**config.mk**
```make
export PLATFORM = sky130hd
export DESIGN_NAME = instr_fetch_flat
export DESIGN_NICKNAME = d
export VERILOG_FILES = /design/src/rtl/instr_fetch_if.sv /design/src/rtl/instr_fetch.sv /design/src/flat_wrapper.sv
export SDC_FILE = /design/constraint.sdc
export NUM_CORES = 1
export LEC_CHECK = 0
export ABC_AREA = 1
export ABC_CLOCK_PERIOD_IN_PS = 6600
export CORE_MARGIN = 4
export CORE_UTILIZATION = 56
export DETAILED_ROUTE_END_ITERATION = 16
export GPL_TIMING_DRIVEN = 0
export HOLD_SLACK_MARGIN = 0.06
export PLACE_DENSITY = 0.84
export SYNTH_ARGS = -nofsm -noshare
export SYNTH_HDL_FRONTEND = slang
export SYNTH_SLANG_ARGS = --single-unit
```
**constraint.sdc**
```tcl
create_clock -name clk -period 6.6 [get_ports clk]
set_input_delay 0.99 -clock clk [delete_from_list [all_inputs] [get_ports clk]]
set_output_delay 0.99 -clock clk [all_outputs]
set_load 0.03 [all_outputs]
```
**src/rtl/instr_fetch_if.sv**
```systemverilog
// Fetch-stage bundle: instruction-memory req/ack bus plus the decode-side
// instruction slot and redirect inputs coming back from execute.
interface instr_fetch_if;
    logic        imemReq;
    logic [31:0] imemAddr;
    logic        imemAck;
    logic [31:0] imemRdata;
    logic [31:0] instr;
    logic [31:0] pcOut;
    logic        instrValid;
    logic        instrReady;
    logic        redirect;
    logic        redirectKind;
    logic [31:0] immOp;
    logic [31:0] jalrBase;
    logic        addrErr;

    modport master (
        output imemReq, imemAddr, instr, pcOut, instrValid, addrErr,
        input  imemAck, imemRdata, instrReady, redirect, redirectKind, immOp, jalrBase
    );

    modport slave (
        input  imemReq, imemAddr, instr, pcOut, instrValid, addrErr,
        output imemAck, imemRdata, instrReady, redirect, redirectKind, immOp, jalrBase
    );
endinterface

```
**src/rtl/instr_fetch.sv**
```systemverilog
// RV32I instruction fetch: PC ownership, req/ack instruction memory fetch,
// one-entry prefetch buffer and branch/JAL/JALR redirect handling.
module instr_fetch #(
    parameter logic [31:0] RESET_PC = 32'h0000_0000
) (
    input  logic          clk,
    input  logic          reset,
    instr_fetch_if.master bus
);

    typedef enum logic [1:0] {
        FETCH = 2'd0,
        WAIT  = 2'd1,
        DRAIN = 2'd2
    } state_e;

    localparam logic [31:0] NOP = 32'h0000_0013;

    state_e      state_q, state_d;
    logic [31:0] instr_q, instr_d;
    logic [31:0] pc_q, pc_d;
    logic        instr_valid_q, instr_valid_d;
    logic [31:0] pf_instr_q, pf_instr_d;
    logic [31:0] pf_pc_q, pf_pc_d;
    logic        pf_valid_q, pf_valid_d;
    logic [31:0] req_addr_q, req_addr_d;
    logic [31:0] tgt_addr_q, tgt_addr_d;
    logic        addr_err_q, addr_err_d;

    logic        consume_s;
    logic        redir_s;
    logic        ack_s;
    logic [31:0] raw_tgt_s;
    logic [31:0] tgt_s;
    logic [31:0] seq_addr_s;

    assign bus.imemReq    = (state_q != WAIT) & ~reset;
    assign bus.imemAddr   = req_addr_q;
    assign bus.instr      = instr_q;
    assign bus.pcOut      = pc_q;
    assign bus.instrValid = instr_valid_q;
    assign bus.addrErr    = addr_err_q;

    // Next-state, slot, prefetch buffer and address computation.
    always_comb begin
        state_d       = state_q;
        instr_d       = instr_q;
        pc_d          = pc_q;
        instr_valid_d = instr_valid_q;
        pf_instr_d    = pf_instr_q;
        pf_pc_d       = pf_pc_q;
        pf_valid_d    = pf_valid_q;
        req_addr_d    = req_addr_q;
        tgt_addr_d    = tgt_addr_q;
        addr_err_d    = addr_err_q;

        consume_s  = instr_valid_q & bus.instrReady;
        redir_s    = consume_s & bus.redirect;
        ack_s      = bus.imemAck & (state_q != WAIT);
        seq_addr_s = req_addr_q + 32'd4;
        if (bus.redirectKind) begin
            raw_tgt_s = (bus.jalrBase + bus.immOp) & 32'hFFFF_FFFE;
        end else begin
            raw_tgt_s = pc_q + bus.immOp;
        end
        // Bit1 of the raw target flags a misaligned jump; the fetch itself is word-aligned.
        tgt_s = {raw_tgt_s[31:2], 2'b00};
        if (redir_s && raw_tgt_s[1]) begin
            addr_err_d = 1'b1;
        end else begin
            addr_err_d = addr_err_q;
        end

        case (state_q)
            FETCH: begin
                if (ack_s) begin
                    if (redir_s) begin
                        instr_valid_d = 1'b0;
                        req_addr_d    = tgt_s;
                    end else if (!instr_valid_q || consume_s) begin
                        instr_d       = bus.imemRdata;
                        pc_d          = req_addr_q;
                        instr_valid_d = 1'b1;
                        req_addr_d    = seq_addr_s;
                    end else begin
                        pf_instr_d = bus.imemRdata;
                        pf_pc_d    = req_addr_q;
                        pf_valid_d = 1'b1;
                        req_addr_d = seq_addr_s;
                        state_d    = WAIT;
                    end
                end else begin
                    if (redir_s) begin
                        // The outstanding request must finish before the target can be issued.
                        tgt_addr_d    = tgt_s;
                        instr_valid_d = 1'b0;
                        state_d       = DRAIN;
                    end else if (consume_s) begin
                        instr_valid_d = 1'b0;
                    end else begin
                        instr_valid_d = instr_valid_q;
                    end
                end
            end
            WAIT: begin
                if (redir_s) begin
                    instr_valid_d = 1'b0;
                    pf_valid_d    = 1'b0;
                    req_addr_d    = tgt_s;
                    state_d       = FETCH;
                end else if (consume_s) begin
                    instr_d       = pf_instr_q;
                    pc_d          = pf_pc_q;
                    instr_valid_d = 1'b1;
                    pf_valid_d    = 1'b0;
                    state_d       = FETCH;
                end else begin
                    state_d = WAIT;
                end
            end
            DRAIN: begin
                if (ack_s) begin
                    req_addr_d = tgt_addr_q;
                    state_d    = FETCH;
                end else begin
                    state_d = DRAIN;
                end
            end
            default: begin
                state_d       = FETCH;
                instr_valid_d = 1'b0;
                pf_valid_d    = 1'b0;
            end
        endcase
    end

    // State and datapath registers with asynchronous reset.
    always_ff @(posedge clk or posedge reset) begin
        if (reset) begin
            state_q       <= FETCH;
            instr_q       <= NOP;
            pc_q          <= RESET_PC;
            instr_valid_q <= 1'b0;
            pf_instr_q    <= NOP;
            pf_pc_q       <= RESET_PC;
            pf_valid_q    <= 1'b0;
            req_addr_q    <= RESET_PC;
            tgt_addr_q    <= RESET_PC;
            addr_err_q    <= 1'b0;
        end else begin
            state_q       <= state_d;
            instr_q       <= instr_d;
            pc_q          <= pc_d;
            instr_valid_q <= instr_valid_d;
            pf_instr_q    <= pf_instr_d;
            pf_pc_q       <= pf_pc_d;
            pf_valid_q    <= pf_valid_d;
            req_addr_q    <= req_addr_d;
            tgt_addr_q    <= tgt_addr_d;
            addr_err_q    <= addr_err_d;
        end
    end

endmodule

```
**src/flat_wrapper.sv**
```systemverilog
// flat-port wrapper written by rule: the top's interface ports become plain ports
module instr_fetch_flat 
#(
    parameter logic [31:0] RESET_PC = 32'h0000_0000
)
  (clk, reset, bus_imemReq, bus_imemAddr, bus_instr, bus_pcOut, bus_instrValid, bus_addrErr, bus_imemAck, bus_imemRdata, bus_instrReady, bus_redirect, bus_redirectKind, bus_immOp, bus_jalrBase);
  instr_fetch_if bus_i ();
  input  logic clk;
  input  logic reset;
  output wire logic [$bits(bus_i.imemReq)-1:0] bus_imemReq;
  output wire logic [$bits(bus_i.imemAddr)-1:0] bus_imemAddr;
  output wire logic [$bits(bus_i.instr)-1:0] bus_instr;
  output wire logic [$bits(bus_i.pcOut)-1:0] bus_pcOut;
  output wire logic [$bits(bus_i.instrValid)-1:0] bus_instrValid;
  output wire logic [$bits(bus_i.addrErr)-1:0] bus_addrErr;
  input wire logic [$bits(bus_i.imemAck)-1:0] bus_imemAck;
  input wire logic [$bits(bus_i.imemRdata)-1:0] bus_imemRdata;
  input wire logic [$bits(bus_i.instrReady)-1:0] bus_instrReady;
  input wire logic [$bits(bus_i.redirect)-1:0] bus_redirect;
  input wire logic [$bits(bus_i.redirectKind)-1:0] bus_redirectKind;
  input wire logic [$bits(bus_i.immOp)-1:0] bus_immOp;
  input wire logic [$bits(bus_i.jalrBase)-1:0] bus_jalrBase;
  assign bus_imemReq = bus_i.imemReq;
  assign bus_imemAddr = bus_i.imemAddr;
  assign bus_instr = bus_i.instr;
  assign bus_pcOut = bus_i.pcOut;
  assign bus_instrValid = bus_i.instrValid;
  assign bus_addrErr = bus_i.addrErr;
  assign bus_i.imemAck = bus_imemAck;
  assign bus_i.imemRdata = bus_imemRdata;
  assign bus_i.instrReady = bus_instrReady;
  assign bus_i.redirect = bus_redirect;
  assign bus_i.redirectKind = bus_redirectKind;
  assign bus_i.immOp = bus_immOp;
  assign bus_i.jalrBase = bus_jalrBase;
  instr_fetch #(.RESET_PC(RESET_PC)) u_core (.clk(clk), .reset(reset), .bus(bus_i));
endmodule
```
==> key figures, run 1 <==
Status
  • Status: complete, no violations

Yosys
  • Ys async rst share: 1.000
  • Yosys warns: 0
  • Area of the mapped netlist: around 0.014 mm2
  • Mapped Cells: ~2300
  • Avg Cell Area, Syn: 6.290 um2
  • Post-synth EDFFs: 0
  • #FFs+latches synth: around 190
  • Synth unique cells: just under 50
  • Sequential-to-total area share from yosys stat: 0.3325
  • Main synth FF type: dfrtp_1

Detailed routing
  • 1st-pass router iterations: 6
  • Via count: approximately 16000
  • Initial DRC Count: between 1500 and 2000
  • Routed WL: about 52000 um
  • Post-detailed-route count of antenna-violating nets: 0
  • DRC: 0
  • Avg WL per Cell: around 19 um
  • Via density: 5.650

GRT
  • Initial antenna violation count: 0
  • Final global-route overflow total: 0
  • First-pass GRT wire length: around 82000 um
  • Total Routing Usage GR: 0.3661
  • Vias in the first global route: between 15000 and 20000
  • Largest net degree at the start of global routing: between 100 and 150

Die
  • IO Pins: roughly 200
  • Rows: 57
  • Die Span X: approximately 170 um
  • Core ar.: approximately 0.025 mm2
  • Total Die Area: 0.02792 mm2
  • Starting Density: 0.5760
  • Die H: around 170 um

Critical path
  • WP data required: 5.61 ns
  • Worst setup path endpoint: bus_imemReq
  • Crit. Startpoint: u_core.state_q[1]
  • CP Max Fanout: 10
  • WP data arrival: approximately 2.6 ns
  • Worst reg2reg setup slack: around 3.5 ns
  • Worst reg2reg endpoint: u_core.bus.instr[26]
  • Worst setup SP type: flop
  • Endpoint class of the critical path: output pin
  • Setup CP Type: reg -> out
  • Worst reg2reg path depth: 13
  • R2R Path Start: u_core.state_q[1]

STA
  • Fmax: 278.0 MHz
  • Worst Max-Slew Pin Slew: roughly 0.89 ns
  • Post-route minimum period: between 3 and 4 ns
  • RSZ-0062 raised after global routing: no
  • # setup viols final: 0
  • PnR worst setup slack: approximately 3.0 ns
  • Rel. slew slack: 0.4087
  • TNS Setup: 0 ns
  • Slew Viols, Final: 0
  • Period utilisation layout: 0.5450
  • Worst Skew: 0.01964 ns
  • Final Hold Fails: 0

Clocking
  • Clock root buffer: clkbuf_16
  • Setup Fix Bufs, Post-CTS: 0
  • CTS max path bufs: 2
  • CTS HTree Levels: 4
  • Clock-pin slew on the worst setup and hold paths: roughly 0.070 ns
  • CTS tree: done
  • Number of gates resized after cts: 0
  • Total CTS buffers: 17
  • Cts-stage hold buffer count: 0
  • CTS Sinks: around 190
  • Clk_lat worst skew: between 0.4 and 0.5 ns

Final layout
  • Core Util, Final: 0.6980
  • # nets final: 2638
  • Syn-to-layout area delta: 21.19%
  • Number of fill cells in the layout: ~2100
  • N_diodes: 0
  • Share of layout cells above drive strength 1: 0.04066
  • Cell area after layout: about 0.017 mm2

Power and ir drop
  • Pleak: approximately 0.0090 uW
  • Peak VDD IR: 0.3302 mV
  • Pwr Density: roughly 500 mW/mm2
  • Design Power: roughly 8600 uW

Placement
  • Port buffer count: 195
  • Placer Congestion: 0.9869
  • Pre-CTS setup slack: 2.777 ns
  • HPWL Detailed: 41270 um
  • DP Area: 0.01658 mm2

Hold path
  • Hold Path Class: reg -> reg

Run
  • Max-Cap Viols: 0
## how the worst min path moves through the flow
stage                                     start                    end  slack (ns)  cells after the start
after floorplan           u_core.pf_instr_q[10]  u_core.pf_instr_q[10]        0.44                      2
after global placement     u_core.pf_instr_q[4]   u_core.pf_instr_q[4]        0.45                      2
after detailed placement   u_core.pf_instr_q[4]   u_core.pf_instr_q[4]        0.46                      2
after CTS                  u_core.pf_instr_q[4]   u_core.pf_instr_q[4]        0.47                      2
after global routing       u_core.pf_instr_q[4]   u_core.pf_instr_q[4]        0.49                      2
final                      u_core.pf_instr_q[4]   u_core.pf_instr_q[4]        0.47                      2
## cell type report
cell class	instances	area, um2	share of cell area
Clock inverter	15	173.9	0.01013
Tap cell	324	405.4	0.02360
Timing Repair Buffer	196	1979	0.1152
Clock buffer	17	425.4	0.02477
Buffer	80	347.8	0.02025
Multi-Input combinational cell	1691	8004	0.4660
Sequential cell	188	4712	0.2744
Inverter	297	1127	0.06564
## where the power goes
group / switching [uW] / internal, uW / leakage, uW
clock: 508 / 543 / 0.000296
combinational: 3400 / 1770 / 0.00639
sequential: 606 / 1750 / 0.00227
total: 4520 / 4060 / 0.00895
## layer usage
layer	GRT usage	vias to the layer above	wire length [um]
met3	0.06186	186	4634
li1	-	7577	-
met2	0.6058	834	24020
met4	0.1871	0	3009
met5	0	-	0
met1	0.4626	7267	20520
## layout by cell type (no fill, tap or decap), drive strengths merged, types with 9 or more instances in the layout
cell	netlist	layout
nand2	927	927
inv	294	302
clkdlybuf4s50	0	195
dfrtp	182	182
nor2	173	173
nand3	144	144
o21ai	100	100
a21oi	86	86
clkbuf	49	66
a31oi	64	64
ha	64	64
buf	31	32
nor3	20	20
xor2	17	17
nand4	15	15
a21boi	15	15
a22oi	9	9
o21bai	9	9
clkinv	3	9
## per-stage QoR
stage               hold WS [ns]  std cells
detailed placement        0.4551       2776
global placement          0.4519       2775
finish                    0.4677       2808
floorplan                 0.4417       2256
global route              0.4937       2808
CTS                       0.4659       2808
## critical path: stages, from the launching register on
cell,delay (ns)
dfrtp_1,0.41
inv_1,0.12
ha_1,0.17
buf_2,0.33
clkbuf_1,0.42
nor2_1,0.10
clkdlybuf4s50_1,0.61
## cells by family after synthesis
family / count (synthesis) / synth area share
and+or+nand+nor: 1302 / 0.3719
DFF: 188 / 0.3325
muxes: 1 / 0.0007063
adders and majority gates: 65 / 0.05791
xor gates and xnor gates: 19 / 0.01174
AOI/OAI and AO/OA: 300 / 0.1215
other: 1 / 0.0002646
buffers and inverters: 377 / 0.1036
## registers in the layout, summed over array words and instances, names as in the netlist
signal and cells:
u_core.bus.instrValid 1, u_core.pf_pc_q 30, u_core.bus.addrErr 1, u_core.bus.pcOut 30
u_core.tgt_addr_q 30, u_core.bus.instr 32, u_core.pf_instr_q 32, u_core.state_q 2
u_core.bus.imemAddr 30
## synthesized netlist by cell type (4+ instances only)
cell	number	share of area
inv_2	17	0.0045
buf_1	5	0.0013
a22oi_1	9	0.0048
dfrtp_1	182	0.32
a21oi_1	83	0.029
nor3_1	19	0.0067
xor2_1	17	0.011
a21o_1	4	0.0021
nand3b_1	7	0.0037
buf_4	6	0.0032
o21ai_0	69	0.024
nand2_1	924	0.24
o21ai_1	31	0.011
buf_2	20	0.0071
o21bai_1	9	0.0048
nor4_1	6	0.0026
inv_1	275	0.073
clkbuf_1	49	0.013
o211ai_1	6	0.0032
nor2_1	168	0.044
nand4_1	15	0.0066
a21boi_1	15	0.0079
a31oi_1	64	0.028
ha_1	64	0.057
or2_1	4	0.0018
nand3_1	142	0.050
dfstp_2	6	0.011
Note: power is estimated with default switching activity, not from simulation.
==> inputs of run 2 (changes only) <==
--- a/config.mk
+++ b/config.mk
@@ -6,13 +6,13 @@
 export NUM_CORES = 1
 export LEC_CHECK = 0
 export ABC_AREA = 1
-export ABC_CLOCK_PERIOD_IN_PS = 6600
+export ABC_CLOCK_PERIOD_IN_PS = 3090
 export CORE_MARGIN = 4
-export CORE_UTILIZATION = 56
+export CORE_UTILIZATION = 51
 export DETAILED_ROUTE_END_ITERATION = 16
 export GPL_TIMING_DRIVEN = 0
 export HOLD_SLACK_MARGIN = 0.06
-export PLACE_DENSITY = 0.84
+export PLACE_DENSITY = 0.8
 export SYNTH_ARGS = -nofsm -noshare
 export SYNTH_HDL_FRONTEND = slang
 export SYNTH_SLANG_ARGS = --single-unit
==> constraint.sdc (replaced) <==
create_clock -name clk -period 3.09 [get_ports clk]
set_input_delay 0.4635 -clock clk [delete_from_list [all_inputs] [get_ports clk]]
set_output_delay 0.4635 -clock clk [all_outputs]
set_load 0.03 [all_outputs]
==> run 2 against run 1 <==
Effect of this change:
- setup slack got worse by 2.8 ns
- clock power rose by 100%
- core utilization fell by 6.4 points
- cell area rose by 0.39%
- largest cell class unchanged
- first-iteration DRC count fell by 10%
- sequential power rose by 110%
- cell count rose by 1.8%
- critical path depth did not move
==> key figures, run 2 (synthesized netlist as in run 1, its figures left out) <==
Placement
  • HPWL Detailed: between 40000 and 50000 um
  • Port buffer count: slightly below 200
  • DP Area: 0.01668 mm2
  • Placer Congestion: between 1 and 1.5

GRT
  • Met3 Use GR: 0.05019
  • Met2 usage: 0.5871
  • Final global-route overflow total: 0
  • Grt peak-use layer: met2
  • Vias in the first global route: 15120
  • First-pass GRT wire length: roughly 83000 um
  • Initial antenna violation count: 0
  • Largest net degree at the start of global routing: 43
  • Met1 usage: 0.4314
  • Total Routing Usage GR: 0.3424

Clocking
  • CTS HTree Levels: 4
  • Total CTS buffers: 17
  • CTS Sinks: 188
  • Number of gates resized after cts: 0
  • Setup Fix Bufs, Post-CTS: 0
  • CTS max path bufs: 2
  • Clock-pin slew on the worst setup and hold paths: approximately 0.070 ns
  • Cts-stage hold buffer count: 0
  • CTS tree: done
  • Clock root buffer: clkbuf_16
  • Clk_lat worst skew: about 0.44 ns

Critical path
  • Worst reg2reg path depth: 13
  • Endpoint class of the critical path: output pin
  • Worst reg2reg setup slack: ~0.20 ns
  • WP data arrival: between 2 and 2.5 ns
  • Setup CP Type: reg -> out
  • CP Max Fanout: 10
  • WP data required: roughly 2.6 ns
  • Worst setup SP type: flop
  • R2R Path Start: u_core.state_q[1]
  • Worst reg2reg endpoint: u_core.bus.pcOut[3]

STA
  • Final Hold Fails: 0
  • TNS Setup: 0 ns
  • Period utilisation layout: 0.9439
  • # setup viols final: 0
  • Worst Skew: between 0.01 and 0.015 ns
  • RSZ-0062 raised after global routing: no
  • Worst Max-Slew Pin Slew: roughly 0.95 ns
  • Slew Viols, Final: 0
  • Fmax: between 300 and 400 MHz
  • Rel. slew slack: 0.3664
  • Post-route minimum period: between 2 and 3 ns

Power and ir drop
  • Peak VDD IR: approximately 0.74 mV
  • Pleak: between 0.008 and 0.009 uW
  • Pwr Density: 1051 mW/mm2

Detailed routing
  • 1st-pass router iterations: 8
  • Initial DRC Count: 1445
  • DRC: 0
  • Routed WL: roughly 53000 um
  • Post-detailed-route count of antenna-violating nets: 0
  • Avg WL per Cell: roughly 19 um
  • Via count: 15610
  • Via density: 5.459

Die
  • Die Span X: around 170 um
  • Total Die Area: around 0.031 mm2
  • IO Pins: 201
  • Die H: roughly 170 um
  • Starting Density: 0.5215
  • Core ar.: around 0.027 mm2
  • Rows: 60

Final layout
  • Syn-to-layout area delta: 21.66%
  • N_diodes: 0
  • Most frequent cells in the layout: nand2_1 (923), inv_1 (274), clkdlybuf4s50_1 (195)
  • Most common cell after layout, fill and taps aside: nand2_1
  • Cell area after layout: ~0.017 mm2
  • Number of fill cells in the layout: approximately 2600
  • Share of layout cells above drive strength 1: 0.04182
  • # nets final: around 2600

Run
  • Max-Cap Viols: 0

Hold path
  • Hold Path Sink: u_core.pf_instr_q[4]
  • Min-Delay Startpoint: u_core.pf_instr_q[4]
  • Hold Path Class: reg -> reg
  • Hold Path Cell Cnt: 2

Status
  • Status: complete, no violations
run 2: per-stage QoR:
stage | std cells | util | hold WS [ns] | worst slack (ns) | power [uW]
final | 2859 | 0.6344 | 0.4641 | 0.1734 | 18120
after global routing | 2859 | 0.6344 | 0.4913 | 0.003657 | 19440
after CTS | 2859 | 0.6342 | 0.4646 | 0.1495 | 17960
after detailed placement | 2827 | 0.6140 | 0.4537 | -0.1489 | 15810
after global placement | 2823 | 0.6110 | 0.4510 | -1.277 | 15550
after floorplan | 2256 | - | 0.4417 | 0.2109 | 11720
run 2: where the power goes:
| part | switching, uW | internal, uW | total (uW) |
|---|---|---|---|
| Sequential | 1280 | 3740 | 5020 |
| Combinational | 7210 | 3780 | 11000 |
| Clock | 1040 | 1070 | 2110 |
run 2: final cells by class:
class	instances	area [um2]	share of cell area
tap	372	465.4	0.02700
multi-input combinational	1691	8011	0.4647
buffer	80	347.8	0.02017
timing repair buffer	199	2032	0.1179
clock buffer	20	446.7	0.02591
sequential	188	4712	0.2733
clock inverter	12	102.6	0.005951
inverter	297	1124	0.06517
run 2: worst max-delay path by stage:
stage / start / endpoint / slack (ns) / depth (start not counted)
after global placement: reset / u_core.bus.pcOut[3] / -1.28 / 2
after floorplan: reset / u_core.bus.addrErr / 0.21 / 1
after global routing: u_core.state_q[1] / u_core.bus.instr[28] / 0.004 / 13
final: u_core.state_q[1] / bus_imemReq / 0.17 / 6
after detailed placement: bus_jalrBase[1] / u_core.bus.imemAddr[28] / -0.15 / 19
after CTS: u_core.state_q[1] / bus_imemReq / 0.15 / 6
run 2: layer usage:
layer,up-vias,wire length (um)
met1,7167,21630
met2,699,25110
met5,-,0
met4,0,2289
met3,146,3936
li1,7596,-
run 2: critical path, cell delays in order (launching register included):
cell and delay, ns:
dfrtp_1 0.40, inv_1 0.09, ha_1 0.13, buf_2 0.27
clkbuf_1 0.40, nor2_1 0.09, clkdlybuf4s50_1 0.61
